`config.mk`:
```
export PLATFORM = sky130hd
export DESIGN_NAME = piso_serializer
export DESIGN_NICKNAME = d
export VERILOG_FILES = /design/src/rtl/piso_serializer_pkg.sv /design/src/rtl/piso_serializer.sv
export SDC_FILE = /design/constraint.sdc
export NUM_CORES = 1
export LEC_CHECK = 0
export BUFFER_PORTS_ARGS = -buffer_cell sky130_fd_sc_hd__buf_2
export CORE_AREA = 5 5 55 57
export DETAILED_ROUTE_END_ITERATION = 6
export DIE_AREA = 0 0 60 62
export PLACE_DENSITY = 0.64
export SLEW_MARGIN = 10
export SYNTH_ARGS = -nofsm -noshare
export SYNTH_HDL_FRONTEND = slang
export SYNTH_SLANG_ARGS = --single-unit
```
`constraint.sdc`:
```
create_clock -name CLK -period 2.7 [get_ports CLK]
set_clock_uncertainty 0.2 [all_clocks]
set_input_delay 0.135 -clock CLK [delete_from_list [all_inputs] [get_ports CLK]]
set_output_delay 0.135 -clock CLK [all_outputs]
set_load 0.05 [all_outputs]
```
`src/rtl/piso_serializer_pkg.sv`:
```
// Shared std_module library package: FSM state encoding and a constant clog2 helper.
package std_pkg;

  typedef enum logic {
    ST_IDLE  = 1'b0,
    ST_SHIFT = 1'b1
  } state_t;

  function automatic int unsigned clog2(input int unsigned v);
    int unsigned r;
    r = 0;
    for (int unsigned p = 1; p < v; p = p * 2) r++;
    return r;
  endfunction

endpackage

```
`src/rtl/piso_serializer.sv`:
```
// Parallel-in serial-out transmitter, LSB first, OUT_LAST on the final frame bit.
// Define PISO_PARITY_EN to append an even-parity bit after the data bits.
module piso_serializer
  import std_pkg::*;
#(
  parameter int WIDTH = 8
) (
  input  logic             CLK,
  input  logic             RSTn,
  input  logic [WIDTH-1:0] IN0,
  input  logic             IN_VALID,
  output logic             IN_READY,
  output logic             OUT0,
  output logic             OUT_VALID,
  input  logic             OUT_READY,
  output logic             OUT_LAST
);

`ifdef PISO_PARITY_EN
  localparam int unsigned FRAME_LEN = WIDTH + 1;
`else
  localparam int unsigned FRAME_LEN = WIDTH;
`endif
  localparam int unsigned CW = clog2(WIDTH + 1);
  localparam logic [CW-1:0] LAST_CNT = CW'(FRAME_LEN - 1);

  state_t                 state, state_nx;
  logic [FRAME_LEN-1:0]   sreg, sreg_nx, load;
  logic [CW-1:0]          cnt, cnt_nx;
  logic                   last, accept, consume;

`ifdef PISO_PARITY_EN
  assign load = {^IN0, IN0};
`else
  assign load = IN0;
`endif

  // Counter is only meaningful in SHIFT; gating by state keeps OUT_LAST low in IDLE.
  assign last      = (state == ST_SHIFT) && (cnt == LAST_CNT);
  assign OUT_VALID = (state == ST_SHIFT);
  assign OUT0      = sreg[0];
  assign OUT_LAST  = last;
  assign IN_READY  = (state == ST_IDLE) | (last & OUT_READY);
  assign accept    = IN_VALID & IN_READY;
  assign consume   = OUT_VALID & OUT_READY;

  always_comb begin
    state_nx = state;
    sreg_nx  = sreg;
    cnt_nx   = cnt;
    if (consume) begin
      sreg_nx = sreg >> 1;
      if (last) state_nx = ST_IDLE;
      else      cnt_nx   = cnt + CW'(1);
    end
    // A load on the last-bit edge overrides the drop to IDLE for gapless frames.
    if (accept) begin
      sreg_nx  = load;
      cnt_nx   = '0;
      state_nx = ST_SHIFT;
    end
  end

  always_ff @(posedge CLK) begin
    if (!RSTn) begin
      state <= ST_IDLE;
      sreg  <= '0;
      cnt   <= '0;
    end else begin
      state <= state_nx;
      sreg  <= sreg_nx;
      cnt   <= cnt_nx;
    end
  end

endmodule

```
==> results of run 1 <==
[final cells by class]
type / count / share of cell area [%]
multi-input cells: 73 / 51.60
flip-flops and latches: 13 / 26.56
repair buffers: 21 / 13.79
well taps: 30 / 3.831
clock buffers: 4 / 2.682
inverters: 4 / 1.533
[power by group]
| part | internal, mW | leakage [nW] | total [mW] | switching [mW] |
|---|---|---|---|---|
| clock network | 0.0573 | 0.0150 | 0.122 | 0.0650 |
| registers | 0.204 | 0.107 | 0.216 | 0.0115 |
| logic | 0.0398 | 0.264 | 0.0936 | 0.0538 |
| total | 0.301 | 0.386 | 0.431 | 0.130 |
[routing by layer]
| layer | vias up | track usage, % |
|---|---|---|
| met5 | - | 0 |
| met4 | 0 | 7.595 |
| met3 | 4 | 1.446 |
| met2 | 30 | 18.98 |
| met1 | 380 | 14.89 |
| li1 | 408 | - |
[registers in the layout (all words and copies together) (netlist names)]
| register | cells |
|---|---|
| sreg | 8 |
| cnt | 4 |
| OUT_VALID | 1 |
[cell usage after synthesis, drive strengths merged]
library cell	count
mux2i	7
nor3	8
nand3	5
a21oi	3
o32ai	5
and4b	1
clkbuf	2
dfxtp	13
o22ai	4
a2111oi	1
ha	1
nand3b	14
buf	5
mux2	2
nand2	4
nand4	1
or4	1
nand2b	3
inv	4
a211oi	1
a31oi	1
o21a	1
and3b	1
o21ai	7
o221ai	1
nor2	1
[cells by family (layout without fill, tap and decap cells)]
| kind of cell | after synthesis | in the layout |
|---|---|---|
| simple gates | 39 | 39 |
| compound gates | 24 | 24 |
| flops | 13 | 13 |
| buf+inv | 11 | 29 |
| mux | 9 | 9 |
| fa+ha+maj | 1 | 1 |
[stage by stage]
step                      cell area (µm²)  setup WS (ns)  instances
after floorplan                     818.3         0.6497         97
after global placement              893.4          1.013        135
after detailed placement            893.4         0.9773        135
after CTS                           979.7         0.6459        145
after global routing                979.7         0.5160        145
final                               979.7         0.6709        145
[cell usage in the layout (no fill, tap or decap)]
| master | instances |
|---|---|
| dlygate4sd3_1 | 6 |
| a2111oi_0 | 1 |
| clkbuf_4 | 3 |
| nand2_2 | 1 |
| and4b_1 | 1 |
| dfxtp_1 | 13 |
| ha_1 | 1 |
| nand2b_1 | 3 |
| o21ai_0 | 7 |
| o221ai_1 | 1 |
| a211oi_1 | 1 |
| or4_1 | 1 |
| nor2_1 | 1 |
| o22ai_1 | 4 |
| o32ai_1 | 5 |
| mux2i_1 | 7 |
| buf_2 | 15 |
| a31oi_1 | 1 |
| nand3_1 | 5 |
| nand4_1 | 1 |
| clkbuf_1 | 1 |
| nand2_1 | 3 |
| nor3_1 | 8 |
| o21a_1 | 1 |
| inv_1 | 4 |
| nand3b_1 | 14 |
| mux2_2 | 2 |
| a21oi_1 | 3 |
| and3b_1 | 1 |
[worst max-delay path, cell delays in order (launching register included)]
cell,delay (ns)
dfxtp_1,0.37
ha_1,0.23
nand3b_1,0.36
nor2_1,0.18
buf_2,0.28
[worst max-delay path by stage]
| stage | start | to | slack (ns) | depth (start not counted) |
|---|---|---|---|---|
| after floorplan | OUT_VALID$_SDFFE_PN0P_ | OUT_LAST | 0.65 | 3 |
| after global placement | cnt[0]$_SDFFE_PP0P_ | OUT_LAST | 1.01 | 4 |
| after detailed placement | cnt[0]$_SDFFE_PP0P_ | OUT_LAST | 0.98 | 4 |
| after CTS | cnt[0]$_SDFFE_PP0P_ | OUT_LAST | 0.65 | 4 |
| after global routing | OUT_VALID$_SDFFE_PN0P_ | IN_READY | 0.52 | 4 |
| final | cnt[0]$_SDFFE_PP0P_ | OUT_LAST | 0.67 | 4 |
==> impl_metrics.json, run 1 <==
{
  "worstReg2RegEnd": "sreg[1]$_SDFFE_PN0P_",
  "detail_route.wirelength_um": 1946,
  "hold_path_end": "OUT_VALID$_SDFFE_PN0P_",
  "hpwlAfterDp_um": 1354,
  "netlist.top_cell.by_area": "dfxtp_1",
  "post_drt_wl_per_cell_um": 13.42,
  "post_synth_inst_count": 97,
  "cellPowerDensity_nw_per_um2": 440.4,
  "yosys_cell_types": 28,
  "drtAntennaViolNets": 0,
  "syn2layout_area_growth_pct": 19.72,
  "grt_use_total_pct": 11.79,
  "critical_path_arrival_ns": 1.69,
  "lkg_pwr_nw": 0.3861,
  "synth-compound-area-share_pct": 19.27,
  "die_ar_um2": 3720,
  "route.vias.total": 822,
  "worstSetupEndpointType": "primary output",
  "rsz0062_at_grt": "false",
  "cts_sinks": 13,
  "post_synth_mux_area_share_pct": 11.31,
  "synth_fa_ha_area_share_pct": 1.529,
  "layout.filler_cells": 252,
  "drc": 0,
  "floorplan.initialDensity_pct": 33.64,
  "gpl.final_weighted_congestion": 0.7532,
  "antenna_found_initial": 0,
  "report.final.slew_viol_count": 0,
  "min_delay_path_depth": 2,
  "worst_hold_slack_ns": 0.02164,
  "post-route-util_pct": 40.28,
  "routed.top_layer": "met4",
  "worst-setup-path-type": "reg -> out",
  "grt_pass1_vias": 747,
  "r2r_start": "OUT_VALID$_SDFFE_PN0P_",
  "holdCritStartpoint": "RSTn",
  "worst_skew_pair.late_latency_ns": 0.27,
  "ff_latch_area_um2": 260.3,
  "avgViaCountPerCell": 5.669,
  "hold_path_class": "in -> reg",
  "period_needed_ns": 2.029,
  "clock-root-buffer": "clkbuf_4",
  "yosysWarningCount": 0,
  "n_antenna_cell": 0,
  "fraction_of_layout_instances_using_a_drive_strength_above_1_pct": 18.26,
  "htree_levels": 1,
  "synthDominantCellAreaShare_pct": 31.80,
  "worstMarginPinSlew_ns": 0.4888,
  "wl_met2_um": 885,
  "ctsLongestPathBuffers": 2,
  "critical_path.startpoint_type": "flop",
  "core-area_um2": 2432,
  "detailedRoute.firstIterationViolations": 32,
  "io-pin-count": 16,
  "r2r_cells": 3,
  "fin_crit_sh_pct": 75.15,
  "dr_wl_met3_um": 125,
  "final-setup-viol-count": 0,
  "synth-simple-area-share_pct": 29.66,
  "clk_pin_slew_worst_setup_hold_paths_ns": 0.08,
  "cts_hold_buf": 6,
  "path_max_fanout": 8,
  "synth_top_cells_by_area": "dfxtp_1 32%, nand3b_1 13%, mux2i_1 8.6%",
  "wire_length_of_the_first_global_routing_pass_um": 3277,
  "die_y_extent_um": 62,
  "report.final.hold_viol_count": 0,
  "status": "completed",
  "xor_xnor_portion_of_the_synthesized_cell_area_pct": 0,
  "synth.yosys.seq_area_share_pct": 31.80,
  "io_buffer_count": 15,
  "row_count": 18,
  "cts_repair_resize_count": 0,
  "wl_met1_um": 891,
  "final_nets": 129,
  "dr.pass1.iters": 4,
  "final.setup.tns_ns": 0,
  "synth-seq-cells": 13,
  "worst-endpoint-required_ns": 2.37,
  "cap_viol_max_count": 0,
  "area_occupied_by_multi_input_gates_um2": 505.5,
  "synthesis.nets": 110,
  "tritoncts.num_buffers": 3,
  "fin_total_pwr_mw": 0.4315,
  "grt_max_degree": 23,
  "reg2reg_slack_ns": 1.00,
  "synth_top_family_by_area": "simple AND/OR/NAND/NOR gates",
  "tritoncts_clock_tree": "done",
  "fmaxAchievable_mhz": 492.8,
  "synth.cell_area_um2": 818.3,
  "buffers_inserted_during_post_cts_setup_optimization": 0,
  "die_w_um": 60,
  "overall_overflow_remaining_after_global_route": 0,
  "avgSynthCellArea_um2": 8.436,
  "max-vdd-ir-drop_mv": 0.1976,
  "worst_slew_margin_rel_pct": 67.37
}
(Power assumes the default switching activity.)
==> run 2: changes to the inputs <==
ABC_AREA = 1   (was not set)
CORE_AREA = 5 5 52 54   (was 5 5 55 57)
DIE_AREA = 0 0 57 59   (was 0 0 60 62)
PLACE_DENSITY = 0.65   (was 0.64)
clock period = 2 ns   (was 2.7 ns; I/O delays follow)
==> impl_metrics.json, run 2 <==
{
  "wire_length_of_the_first_global_routing_pass_um": 2656,
  "synth.most_common_cell": "nor2_1",
  "avgViaCountPerCell": 4.650,
  "gpl.final_weighted_congestion": 0.7159,
  "post-route-util_pct": 45.50,
  "path_max_fanout": 8,
  "max-vdd-ir-drop_mv": 0.3744,
  "final_nets": 146,
  "cpMaxStageDelayCell": "dlygate4sd3_1",
  "report.final.hold_viol_count": 0,
  "ctsLongestPathBuffers": 2,
  "final.setup.tns_ns": 0,
  "synth.cell_area_um2": 732.0,
  "clk_pin_slew_worst_setup_hold_paths_ns": 0.08,
  "rsz0062_at_grt": "false",
  "top_register_by_number_of_flip_flops": "sreg",
  "post_drt_wl_per_cell_um": 10.63,
  "critical_path.startpoint_type": "flop",
  "synth-async-reset-ratio_pct": 0,
  "synth_top_cells_by_area": "dfxtp_1 36%, a21oi_2 9.6%, nor2_1 8.2%",
  "largest_register_ffs": 8,
  "xor_xnor_portion_of_the_synthesized_cell_area_pct": 0,
  "io-pin-count": 16,
  "report.final.slew_viol_count": 0,
  "worst-endpoint-required_ns": 1.97,
  "ff_latch_area_um2": 260.3,
  "area_occupied_by_multi_input_gates_um2": 396.6,
  "syn2layout_area_growth_pct": 34.87,
  "clock-root-buffer": "clkbuf_4",
  "antenna_found_initial": 0,
  "cellPowerDensity_nw_per_um2": 610.4,
  "post_synth_most_frequent_cells": "16 x nor2_1, 15 x nand2_1, 13 x dfxtp_1, 11 x inv_1, 9 x nand3_1",
  "synthesis.nets": 114,
  "route.vias.total": 744,
  "tritoncts_clock_tree": "done",
  "number_of_synthesized_flops_with_an_enable_pin": 0,
  "n_antenna_cell": 0,
  "grt_max_degree": 19,
  "worstPathBufferInverterCount": 2,
  "yosysWarningCount": 0,
  "cap_viol_max_count": 0,
  "cp_top_family": "buffers and inverters",
  "fraction_of_layout_instances_using_a_drive_strength_above_1_pct": 29.55,
  "synth-simple-area-share_pct": 29.57,
  "hold_path_class": "in -> reg",
  "synth_top_family_by_area": "simple AND/OR/NAND/NOR gates",
  "detail_route.wirelength_um": 1701,
  "drc": 0,
  "synthDominantCellAreaShare_pct": 35.56,
  "layout.filler_cells": 238,
  "worst-setup-path-type": "reg -> reg",
  "status": "completed",
  "fin_crit_sh_pct": 93.85,
  "hpwlAfterDp_um": 1075,
  "detailedRoute.firstIterationViolations": 12,
  "core-area_um2": 2170,
  "worst_skew_pair.late_latency_ns": 0.28,
  "worst_slew_margin_rel_pct": 58.12,
  "overall_overflow_remaining_after_global_route": 0,
  "io_buffer_count": 15,
  "fmaxAchievable_mhz": 532.7,
  "worstMarginPinSlew_ns": 0.6281,
  "period_needed_ns": 1.877,
  "synth-main-ff-cell": "dfxtp_1",
  "dr.pass1.iters": 4,
  "die_ar_um2": 3363,
  "avgSynthCellArea_um2": 7.247,
  "die_y_extent_um": 59,
  "timing.final.ws_setup_ns": 0.1229,
  "synth_fa_ha_area_share_pct": 1.709,
  "post_synth_mux_area_share_pct": 0,
  "synth-seq-cells": 13,
  "critical_path_arrival_ns": 1.85,
  "synth-compound-area-share_pct": 21.71,
  "htree_levels": 1,
  "post_synth_inst_count": 101,
  "row_count": 17,
  "worst_hold_slack_ns": 0.01426,
  "cp_slowest_stage_delay_ns": 0.55,
  "netlist.top_cell.by_area": "dfxtp_1",
  "mostFrequentLayoutCell": "nor2_1",
  "grt_pass1_vias": 655,
  "die_w_um": 57,
  "grt_use_total_pct": 10.10,
  "tritoncts.num_buffers": 3,
  "crit_path_cell_trace": "inv_2 > nor2_4 > nand3_2 > nand2_8 > a21boi_1 > dlygate4sd3_1",
  "lkg_pwr_nw": 0.4418,
  "pre_cts_ws_ns": 0.4153,
  "cts_sinks": 13,
  "final-setup-viol-count": 0,
  "floorplan.initialDensity_pct": 33.74,
  "commonest_cells_after_routing_fill_and_taps_aside": "16 x nor2_1, 15 x nand2_1, 15 x buf_2",
  "yosys_cell_types": 23,
  "worstSetupEndpointType": "flop",
  "synth.yosys.seq_area_share_pct": 35.56,
  "drtAntennaViolNets": 0
}
[run 2: final timing paths]
path,from,endpoint,slack (ns),cells after the start
setup / recovery,OUT_VALID$_SDFFE_PN0P_,OUT_VALID$_SDFFE_PN0P_,0.12,6
hold reg to reg,cnt[1]$_SDFFE_PP0P_,cnt[1]$_SDFFE_PP0P_,0.30,2
hold / removal,IN0[3],sreg[3]$_SDFFE_PN0P_,0.01,5
setup reg to reg,OUT_VALID$_SDFFE_PN0P_,OUT_VALID$_SDFFE_PN0P_,0.12,6
[run 2: through the flow]
step / std cells / instance area, µm² / total power [mW]
finish: 160 / 987.2 / 0.6026
global placement: 141 / 814.5 / 0.4117
floorplan: 101 / 732.0 / 0.3891
global route: 160 / 987.2 / 0.6387
CTS: 155 / 940.9 / 0.5992
detailed placement: 141 / 814.5 / 0.4141
[run 2: power breakdown]
part	total, mW	switching (mW)	internal [mW]
clock network	0.165	0.0871	0.0774
logic	0.150	0.0866	0.0634
registers	0.288	0.0117	0.276
[run 2: metal layers]
metal | GRT usage (%) | vias to the layer above | wire, µm
met3 | 2.397 | 2 | 80
li1 | - | 386 | -
met4 | 3.974 | 0 | 19
met5 | 0 | - | 0
met2 | 18.92 | 20 | 889
met1 | 10.89 | 336 | 711
[run 2: timing repair]
action,in CTS,in global routing
hold buffers,10,0
resized for setup,0,1
endpoints found under the hold margin,9,0
setup buffers,0,5
endpoints found under the setup margin,0,2
[run 2: cells by family after synthesis]
family | after synthesis
compound gates | 24
fa+ha+maj | 1
buf+inv | 17
flops | 13
simple gates | 46
[run 2: area by class of cell]
type,count,share of cell area [%]
Tap cell,28,3.549
Multi-Input combinational cell,71,40.18
Inverter,13,4.943
Clock buffer,4,2.662
Timing Repair Buffer,31,22.31
Sequential cell,13,26.36
[run 2: worst min-delay path, stage by stage]
cell,delay (ns)
buf_2,0.09
nand3_1,0.08
nand2_1,0.07
nor2_1,0.04
nor2_1,0.08
==> run 3: changes to the inputs <==
ABC_AREA = not set   (was 1)
CORE_AREA = 5 5 55 57   (was 5 5 52 54)
DIE_AREA = 0 0 60 62   (was 0 0 57 59)
PLACE_DENSITY = 0.64   (was 0.65)
==> impl_metrics.json, run 3 (synthesis results as in run 1) <==
{
  "status": "completed",
  "grt_pass1_vias": 787,
  "clock-root-buffer": "clkbuf_4",
  "hold_path_class": "in -> reg",
  "critical_path_arrival_ns": 1.59,
  "rsz0062_at_grt": "false",
  "buffers_inserted_during_post_cts_setup_optimization": 0,
  "die_y_extent_um": 62,
  "worst-endpoint-required_ns": 1.70,
  "clk_pin_slew_worst_setup_hold_paths_ns": 0.09,
  "final_nets": 132,
  "fraction_of_layout_instances_using_a_drive_strength_above_1_pct": 21.19,
  "tritoncts.num_buffers": 3,
  "grt_use_total_pct": 11.63,
  "drtAntennaViolNets": 0,
  "period_needed_ns": 1.887,
  "post_drt_wl_per_cell_um": 13.94,
  "worstSetupEndpointType": "primary output",
  "htree_levels": 1,
  "final-setup-viol-count": 0,
  "die_w_um": 60,
  "floorplan.initialDensity_pct": 33.64,
  "dr.pass1.iters": 4,
  "drc": 0,
  "cts_sinks": 13,
  "avgViaCountPerCell": 5.689,
  "worst-setup-path-type": "reg -> out",
  "report.final.hold_viol_count": 0,
  "commonest_cells_after_routing_fill_and_taps_aside": "15 x buf_2, 14 x nand3b_1, 13 x dfxtp_1",
  "min_delay_path_depth": 3,
  "syn2layout_area_growth_pct": 23.55,
  "mostFrequentLayoutCell": "buf_2",
  "detailedRoute.firstIterationViolations": 34,
  "r2r_start": "OUT_VALID$_SDFFE_PN0P_",
  "critical_path_source": "cnt[0]$_SDFFE_PP0P_",
  "critical_path.startpoint_type": "flop",
  "largest_register_ffs": 8,
  "row_count": 18,
  "worst_hold_slack_ns": 0.002216,
  "final.setup.tns_ns": 0,
  "overall_overflow_remaining_after_global_route": 0,
  "r2r_cells": 3,
  "grt_max_degree": 23,
  "fin_crit_sh_pct": 94.33,
  "die_ar_um2": 3720,
  "holdCritStartpoint": "IN0[5]",
  "ctsLongestPathBuffers": 2,
  "core-area_um2": 2432,
  "worstMarginPinSlew_ns": 0.4369,
  "antenna_found_initial": 0,
  "detail_route.wirelength_um": 2063,
  "route.vias.total": 842,
  "place.detailed.instances": 137,
  "io_buffer_count": 15,
  "final_non_filler_cell_total": 148,
  "hpwlAfterDp_um": 1399,
  "wire_length_of_the_first_global_routing_pass_um": 3318,
  "lkg_pwr_nw": 0.3991,
  "fmaxAchievable_mhz": 530.1,
  "worst_skew_pair.late_latency_ns": 0.28,
  "gpl.final_weighted_congestion": 0.8115,
  "cap_viol_max_count": 0,
  "report.final.slew_viol_count": 0,
  "worst_slew_margin_rel_pct": 70.87,
  "n_antenna_cell": 0,
  "path_max_fanout": 5,
  "cellPowerDensity_nw_per_um2": 587.6,
  "top_register_by_number_of_flip_flops": "sreg",
  "fin_total_pwr_mw": 0.5941,
  "tritoncts_clock_tree": "done",
  "io-pin-count": 16,
  "max-vdd-ir-drop_mv": 0.3291
}
run 3: cell types whose count changed in the layout (fill, tap and decap cells not counted), moves of 5 or more:
cell      delta
nand3b_1    +14
nor2_1      -16
inv_1        -7
o32ai_1      +5
mux2i_1      +7
nand2_1     -12
a21oi_2      -7
nor3_1       +8
run 3: routing by layer:
layer / vias to the layer above / global-route usage, % / routed length, µm
li1: 412 / - / -
met1: 401 / 14.55 / 997
met4: 0 / 7.595 / 36
met3: 4 / 1.446 / 96
met5: - / 0 / 0
met2: 25 / 18.83 / 933
run 3: where the power goes:
group	internal, mW	switching [mW]
sequential	0.276	0.0141
clock	0.0774	0.0920
combinational	0.0570	0.0780
run 3: final timing paths:
check                                            end  slack (ns)
worst min register to register  sreg[7]$_SDFFE_PN0P_        0.28
worst min-delay path            sreg[5]$_SDFFE_PN0P_       0.002
worst max-delay path                        IN_READY        0.11
worst max register to register  sreg[4]$_SDFFE_PN0P_        0.35
run 3: area by class of cell:
| cell class | count | area (µm²) |
|---|---|---|
| Sequential cell | 13 | 260.3 |
| Multi-Input combinational cell | 73 | 511.7 |
| Tap cell | 30 | 37.54 |
| Clock buffer | 4 | 26.28 |
| Inverter | 4 | 15.01 |
| Timing Repair Buffer | 24 | 160.2 |
| Fill cell | 249 | 1421 |
run 3: through the flow:
| stage | utilization (%) | cell area [µm²] | setup slack, ns |
|---|---|---|---|
| detailed placement | 37.45 | 910.9 | 0.3552 |
| floorplan | - | 820.8 | 0.2027 |
| CTS | 41.41 | 1007 | 0.04576 |
| finish | 41.56 | 1011 | 0.1134 |
| global placement | 37.45 | 910.9 | 0.4048 |
| global route | 41.56 | 1011 | 0.02197 |
run 3: what timing repair did:
action,in CTS,in global routing
hold endpoints to repair,7,0
hold buffers,7,0
endpoints found under the setup margin,0,1
resized for setup,0,1
run 3: worst max-delay path, cell delays in order (launching register included):
cell and delay (ns):
dfxtp_1 0.38, ha_1 0.24, and3b_1 0.27, a21oi_2 0.10
inv_1 0.07, buf_2 0.25
